<file path="config.mk">
export PLATFORM = sky130hd
export DESIGN_NAME = run_ctrl
export DESIGN_NICKNAME = d
export VERILOG_FILES = /design/src/rtl/run_ctrl.sv
export SDC_FILE = /design/constraint.sdc
export NUM_CORES = 1
export LEC_CHECK = 0
export CAP_MARGIN = 20
export CORE_ASPECT_RATIO = 0.7
export CORE_MARGIN = 2
export CORE_UTILIZATION = 45
export CTS_CLUSTER_SIZE = 20
export DETAILED_ROUTE_END_ITERATION = 10
export PLACE_DENSITY = 0.87
export RECOVER_POWER = 25
export REMOVE_ABC_BUFFERS = 1
export SYNTH_ARGS = -nofsm -noshare
export SYNTH_HDL_FRONTEND = slang
export SYNTH_SLANG_ARGS = --single-unit
</file>
<file path="constraint.sdc">
create_clock -name clk -period 2.4 [get_ports clk]
set_clock_uncertainty 0.05 [all_clocks]
set_input_delay 0.36 -clock clk [delete_from_list [all_inputs] [get_ports clk]]
set_output_delay 0.36 -clock clk [all_outputs]
set_load 0.005 [all_outputs]
</file>
<file path="src/rtl/run_ctrl.sv">
// Run-control sequencer driving the core's PC enable: warm-up, run, halt, and optional single-step.
// Optional feature macro: RUN_CTRL_STEP_EN enables the STEP state and step_req handling.
module run_ctrl #(
  parameter int unsigned START_DLY = 2,
  parameter int unsigned CW        = 32
) (
  input  logic          clk,
  input  logic          rst_,
  input  logic          start,
  input  logic          halt_req,
  input  logic          step_req,
  input  logic [31:0]   inst,
  output logic          ena_pc,
  output logic          busy,
  output logic          halted,
  output logic [1:0]    halt_cause,
  output logic [CW-1:0] cycle_cnt,
  output logic [CW-1:0] inst_cnt
);

  typedef enum logic [2:0] {
    IDLE,
    WARMUP,
    RUN,
`ifdef RUN_CTRL_STEP_EN
    STEP,
`endif
    HALTED
  } state_t;

  localparam logic [3:0] WARM_LAST = 4'(START_DLY - 1);

  localparam logic [1:0] CAUSE_NONE = 2'b00;
  localparam logic [1:0] CAUSE_ZERO = 2'b01;
  localparam logic [1:0] CAUSE_EXT  = 2'b10;
  localparam logic [1:0] CAUSE_STEP = 2'b11;

  state_t     state;
  logic [3:0] warm_cnt;
  logic       inst_nz;

  assign inst_nz = |inst;

`ifndef RUN_CTRL_STEP_EN
  logic unused_step;
  assign unused_step = step_req;
`endif

  always_ff @(posedge clk) begin
    if (rst_) begin
      state      <= IDLE;
      ena_pc     <= 1'b0;
      busy       <= 1'b0;
      halted     <= 1'b0;
      halt_cause <= CAUSE_NONE;
      cycle_cnt  <= '0;
      inst_cnt   <= '0;
      warm_cnt   <= '0;
    end else begin
      // ena_pc is high exactly in RUN/STEP, so it also gates the counters
      if (ena_pc) begin
        if (cycle_cnt != '1)
          cycle_cnt <= cycle_cnt + CW'(1);
        if (inst_nz && (inst_cnt != '1))
          inst_cnt <= inst_cnt + CW'(1);
      end

      case (state)
        IDLE: begin
          if (start) begin
            state      <= WARMUP;
            busy       <= 1'b1;
            warm_cnt   <= '0;
            halt_cause <= CAUSE_NONE;
            cycle_cnt  <= '0;
            inst_cnt   <= '0;
          end
        end

        WARMUP: begin
          if (halt_req) begin
            state      <= HALTED;
            busy       <= 1'b0;
            halted     <= 1'b1;
            halt_cause <= CAUSE_EXT;
          end else if (warm_cnt == WARM_LAST) begin
            state  <= RUN;
            ena_pc <= 1'b1;
          end else begin
            warm_cnt <= warm_cnt + 4'd1;
          end
        end

        RUN: begin
          if (!inst_nz || halt_req) begin
            state      <= HALTED;
            ena_pc     <= 1'b0;
            busy       <= 1'b0;
            halted     <= 1'b1;
            halt_cause <= inst_nz ? CAUSE_EXT : CAUSE_ZERO;
          end
        end

`ifdef RUN_CTRL_STEP_EN
        STEP: begin
          state      <= HALTED;
          ena_pc     <= 1'b0;
          busy       <= 1'b0;
          halted     <= 1'b1;
          halt_cause <= inst_nz ? CAUSE_STEP : CAUSE_ZERO;
        end
`endif

        HALTED: begin
          if (start) begin
            state      <= WARMUP;
            busy       <= 1'b1;
            halted     <= 1'b0;
            warm_cnt   <= '0;
            halt_cause <= CAUSE_NONE;
            cycle_cnt  <= '0;
            inst_cnt   <= '0;
          end
`ifdef RUN_CTRL_STEP_EN
          else if (step_req) begin
            state  <= STEP;
            ena_pc <= 1'b1;
            busy   <= 1'b1;
            halted <= 1'b0;
          end
`endif
        end

        default: begin
          state  <= IDLE;
          ena_pc <= 1'b0;
          busy   <= 1'b0;
          halted <= 1'b0;
        end
      endcase
    end
  end

endmodule

</file>
# == After elaboration in Yosys (flattened, before gate mapping) ==
# Cells that the tools add are included.
# classes
muxes,33
bitwise_logic,2
reduce_logical,14
add_sub_neg,3
n_eq_ne,14
# ops
op,n
32-bit 2-to-1 mux,8
"32-bit by 1-bit adder with 32-bit output, second input constant",2
"32-bit inequality test, second input constant",2
32-bit OR reduction,1
4-bit AND reduction,4
3-bit 2-to-1 mux,4
4-bit 2-to-1 mux,3
"2-bit inequality test, second input constant",6
3-bit one-hot mux with 3 select lines,1
1-bit 2-to-1 mux,8
2-bit 2-to-1 mux,4
4-bit one-hot mux with 2 select lines,1
"3-bit by 2-bit == test with 1-bit output, second input constant",2
1-bit one-hot mux with 3 select lines,2
2-bit one-hot mux with 3 select lines,1
3-bit AND reduction,2
"4-bit by 1-bit adder with 4-bit output, second input constant",1
"4-bit by 1-bit == test with 1-bit output, second input constant",1
1-bit one-hot mux with 4 select lines,1
"3-bit by 1-bit == test with 1-bit output, second input constant",1
3-bit logical NOT,1
"3-bit inequality test, second input constant",1
3-bit nonzero test,1
"2-bit by 1-bit inequality test with 1-bit output, second input constant",1
other kinds (6),7
# word_totals
elab_cells,74
inputBits,37
ff_bits,76

# == Depth between registers and ports, before layout ==
# logic_depth
depth_word,6
mapped_depth,9
ltp_nobuf,7

# == Worst setup path before layout ==
# No wires, ideal clock.
# synth_path
path_kind,reg2reg
from,register cycle_cnt[0]
to,register cycle_cnt[0]
setup_slack_ps,140
setup_ps,128
path_stages_with_launch,10
required_time_ps,2222
arrival_ps,2082
cell_sequence,dfxtp_1 > ha_1 > nand4_1 > or4_1 > buf_2 > o41ai_4 > buf_6 > buf_12 > xor2_2 > nor2_1
# synth_between
elab_chain_len,5
word_cells_on_any_way,6
cone_classes,1 x add/sub; 1 x eq/ne; 4 x mux
# synth_rtl
element,line_no,rtl
start: declaration,17,"output logic [CW-1:0] cycle_cnt,"
start signal: assignment,63,cycle_cnt <= cycle_cnt + CW'(1);
32-bit by 1-bit adder with 32-bit output / 32-bit inequality test (equally long branches),"63, 62",
32-bit 2-to-1 mux,62,if (cycle_cnt != '1)
32-bit 2-to-1 mux (*),61,if (ena_pc) begin
32-bit 2-to-1 mux,"70, 115",
32-bit 2-to-1 mux (*),n/a,
# Mark *: on every way between the ends. The rest lies on a longest branch, timed or not.
# A chain may end at the register's enable or synchronous reset.

# == Worst setup path in the final report ==
# layout_path
from,register cycle_cnt[2]
to,register cycle_cnt[19]
# layout_between
elab_chain_len,5
word_cells_on_any_way,6
cone_classes,1 x add/sub; 1 x eq/ne; 4 x mux
# layout_rtl
element,line_no
32-bit by 1-bit adder with 32-bit output / 32-bit inequality test (equally long branches),"63, 62"
32-bit 2-to-1 mux (*),62
32-bit 2-to-1 mux (*),61
32-bit 2-to-1 mux,"70, 115"
32-bit 2-to-1 mux (*),n/a
# Marked as above.

==> flow_metrics.tcl <==
set metrics [dict create \
    outcome "complete, no violations" \
    synth-seq-area-share_pct 36.4 \
    postSynth.asyncResetShare_pct 0 \
    synth_fa_ha_area_share_pct 2.43 \
    max_cap_viol_count 0 \
    ios 106 \
    yosysTopAreaCell "dfxtp_1" \
    route.met2.wl_um 6120 \
    die_h_um 84.1 \
    critical_path_class "reg -> reg" \
    power.density_mw_per_mm2 610 \
    hold_buffers 0 \
    syn-mean-instance-area_um2 8.23 \
    root_buffer "clkbuf_16" \
    numPortBuffers 104 \
    grt_overflow 0 \
    ant_nets 0 \
    clk_pin_slew_ns 0.06 \
    cts_buffer_depth 2 \
    grt_pass1_vias 4262 \
    num_rows 29 \
    dp_hpwl_um 9090 \
    dr_wl_met3_um 910 \
    die_width_um 118 \
    nNetsFinal 669 \
    ir_drop_v 0.000802 \
    tritoncts "built" \
    drive_above_1_share_pct 10.5 \
    finalHoldWorstSlack_ns 0.434 \
    critPathMaxFanout 12 \
    via_per_inst 6.23 \
    synth_mux_area_share_pct 1.73 \
    seq_power_share_pct 37.6 \
    synth_top_area_share_pct 36.4 \
    timing.final.ws_setup_ns 0.157 \
    place_congestion 0.862 \
    synth.distinct_cells 56 \
    core_mm2 0.00900 \
    initial_utilization_pct 45.8 \
    p_sw_share_pct 27.4 \
    cts.htree.levels 3 \
    cts_sinks 75 \
    finalHoldViolations 0 \
    leakage_nw 1.96 \
    cts_made_buffers 9 \
    worst_slew_pin_slew_ns 0.526 \
    fp.dieArea_mm2 0.00996 \
    wire_per_inst_um 17.0 \
    ys_ff_latch 75 \
    ys_warn_count 0 \
    setup_viol 0 \
    synthFlopType "dfxtp_1" \
    post-route-period-util_pct 93.5 \
    drt_iter0_markers 428 \
    first_pass_iters 5 \
    cts_setup_buffers 0 \
    crit_arrival_ns 2.46 \
    syn_area_mm2 0.00412 \
    p_int_mw 2.58 \
    synthXorXnorAreaFrac_pct 2.52 \
    m1WireLength_um 5630 \
    num_vias 4688 \
    setup.worst_path.end_class "register" \
    yosys.area_share.simple_pct 33.6 \
    synth_top_family_by_area "simple AND/OR/NAND/NOR gates" \
    rsz0062_at_grt "false" \
    cts_resized 0 \
    pre_cts_slack_ns -0.0203 \
    clock_latency_ns 0.34 \
    required_ns 2.62 \
    antenna_found_initial 0 \
    highest-signal-layer "met4" \
    hold_path.class "reg -> reg" \
    power_switching_mw 0.973 \
    drc 0 \
    min_period_ns 2.24 \
    grt_max_degree 44 \
    max-slew-margin-rel_pct 64.6 \
    crit_path_start_kind "register" \
    synthCells 501 \
    clock_power_share_pct 42.0 \
    wirelength_um 12800 \
    area_growth_syn_to_layout_pct 41.4 \
    synth_edf_count 0 \
    grt_first_pass_wirelength_um 20500 \
    fmax_mhz 446 \
    synth.area.top_cells "dfxtp_1, a21oi_1, or4_1" \
    drv_slew 0 \
    power.total_mw 3.56 \
    final_core_util_pct 64.8 \
    synth_compound_area_share_pct 19.3 \
    combPwrFrac_pct 20.3 \
    grtUsageTotal_pct 25.0 \
    antennaDiodeCount 0 \
]
-- per-stage QoR --
stage / std cells / TNS [ns] / instance area, um^2
floorplan: 477 / -6.06 / 4000
global placement: 737 / 0 / 5490
detailed placement: 737 / -0.0396 / 5490
CTS: 753 / 0 / 5820
global route: 753 / 0 / 5830
finish: 753 / 0 / 5830
-- state kept, by name, indices dropped and copies added (netlist names) --
| signal | flops |
|---|---|
| cycle_cnt | 32 |
| inst_cnt | 32 |
| warm_cnt | 4 |
| halt_cause | 2 |
| state | 2 |
| busy | 1 |
| ena_pc | 1 |
| halted | 1 |
-- cells in the mapped netlist, types with 2 or more instances --
cell type,n
dfxtp_1,75
a21oi_1,42
nand3_1,36
nand2_1,35
nor2_1,30
nand4_1,27
or4_1,27
o31ai_1,23
o21ai_0,19
clkbuf_1,17
or3_1,17
nor4_1,15
inv_1,13
and4_1,10
ha_1,8
xnor2_1,8
and3_1,7
nor2b_1,7
nor3_1,7
mux2i_1,6
o211ai_1,6
nand2b_1,5
a211oi_1,4
a21o_1,4
buf_2,4
o21ai_1,4
or3_2,4
or4_2,4
and2_1,3
o2111ai_1,3
a21oi_2,2
a311o_1,2
nor4b_1,2
o21a_1,2
xor2_1,2
-- routing by layer --
metal | vias up | track usage [%]
met5 | - | 0
met4 | 0 | 6.06
met3 | 15 | 6.56
met2 | 208 | 41.5
met1 | 2268 | 32.7
li1 | 2197 | -
-- logic make-up after synthesis --
logic type	count (synthesis)
AOI/OAI and AO/OA	122
DFF	75
adders and majority gates	8
and+or+nand+nor	241
xor gates and xnor gates	11
buffers and inverters	37
muxes	7
-- worst paths after layout --
| path | start | to | slack, ns | depth (start not counted) |
|---|---|---|---|---|
| min | halted | halted | 0.43 | 2 |
| max reg2reg | cycle_cnt[2] | cycle_cnt[19] | 0.16 | 5 |
| min reg2reg | halted | halted | 0.43 | 2 |
| max | cycle_cnt[2] | cycle_cnt[19] | 0.16 | 5 |
-- layout by cell type (no fill, tap or decap), types with 7 or more instances in the layout --
master and instances:
a21oi_1 42, and3_1 7, and4_1 10, buf_4 27, clkbuf_16 9, clkdlybuf4s50_1 69, dfxtp_1 75, dlygate4sd3_1 35
ha_1 8, inv_1 13, nand2_1 35, nand3_1 35, nand4_1 27, nor2_1 30, nor2b_1 7, nor3_1 7
nor4_1 15, o21ai_0 18, o31ai_1 23, or3_1 17, or4_1 26, xnor2_1 8
-- critical path, stage by stage, from the launching register on --
cell,delay (ns)
dfxtp_1,0.51
and4_1,0.31
nand3_1,0.14
a311o_1,0.51
or4_1,0.47
a21oi_1,0.18
-- power by group through the flow --
stage / combinational (mW) / sequential, mW / clock, mW
2_1_floorplan: 0.371 / 1.36 / 0
3_3_place_gp: 0.669 / 1.36 / 0
6_report: 0.724 / 1.34 / 1.50
5_1_grt: 0.780 / 1.34 / 1.56
4_1_cts: 0.723 / 1.34 / 1.51
3_5_place_dp: 0.707 / 1.36 / 0
-- cell type report --
class | instances | area (um^2)
inverters | 13 | 48.8
flip-flops and latches | 75 | 1500
clock inverters | 4 | 72.6
multi-input cells | 389 | 2470
well taps | 124 | 155
repair buffers | 136 | 1330
fillers | 739 | 3170
clock buffers | 12 | 256
No activity file was read; power rests on OpenSTA's default activity.
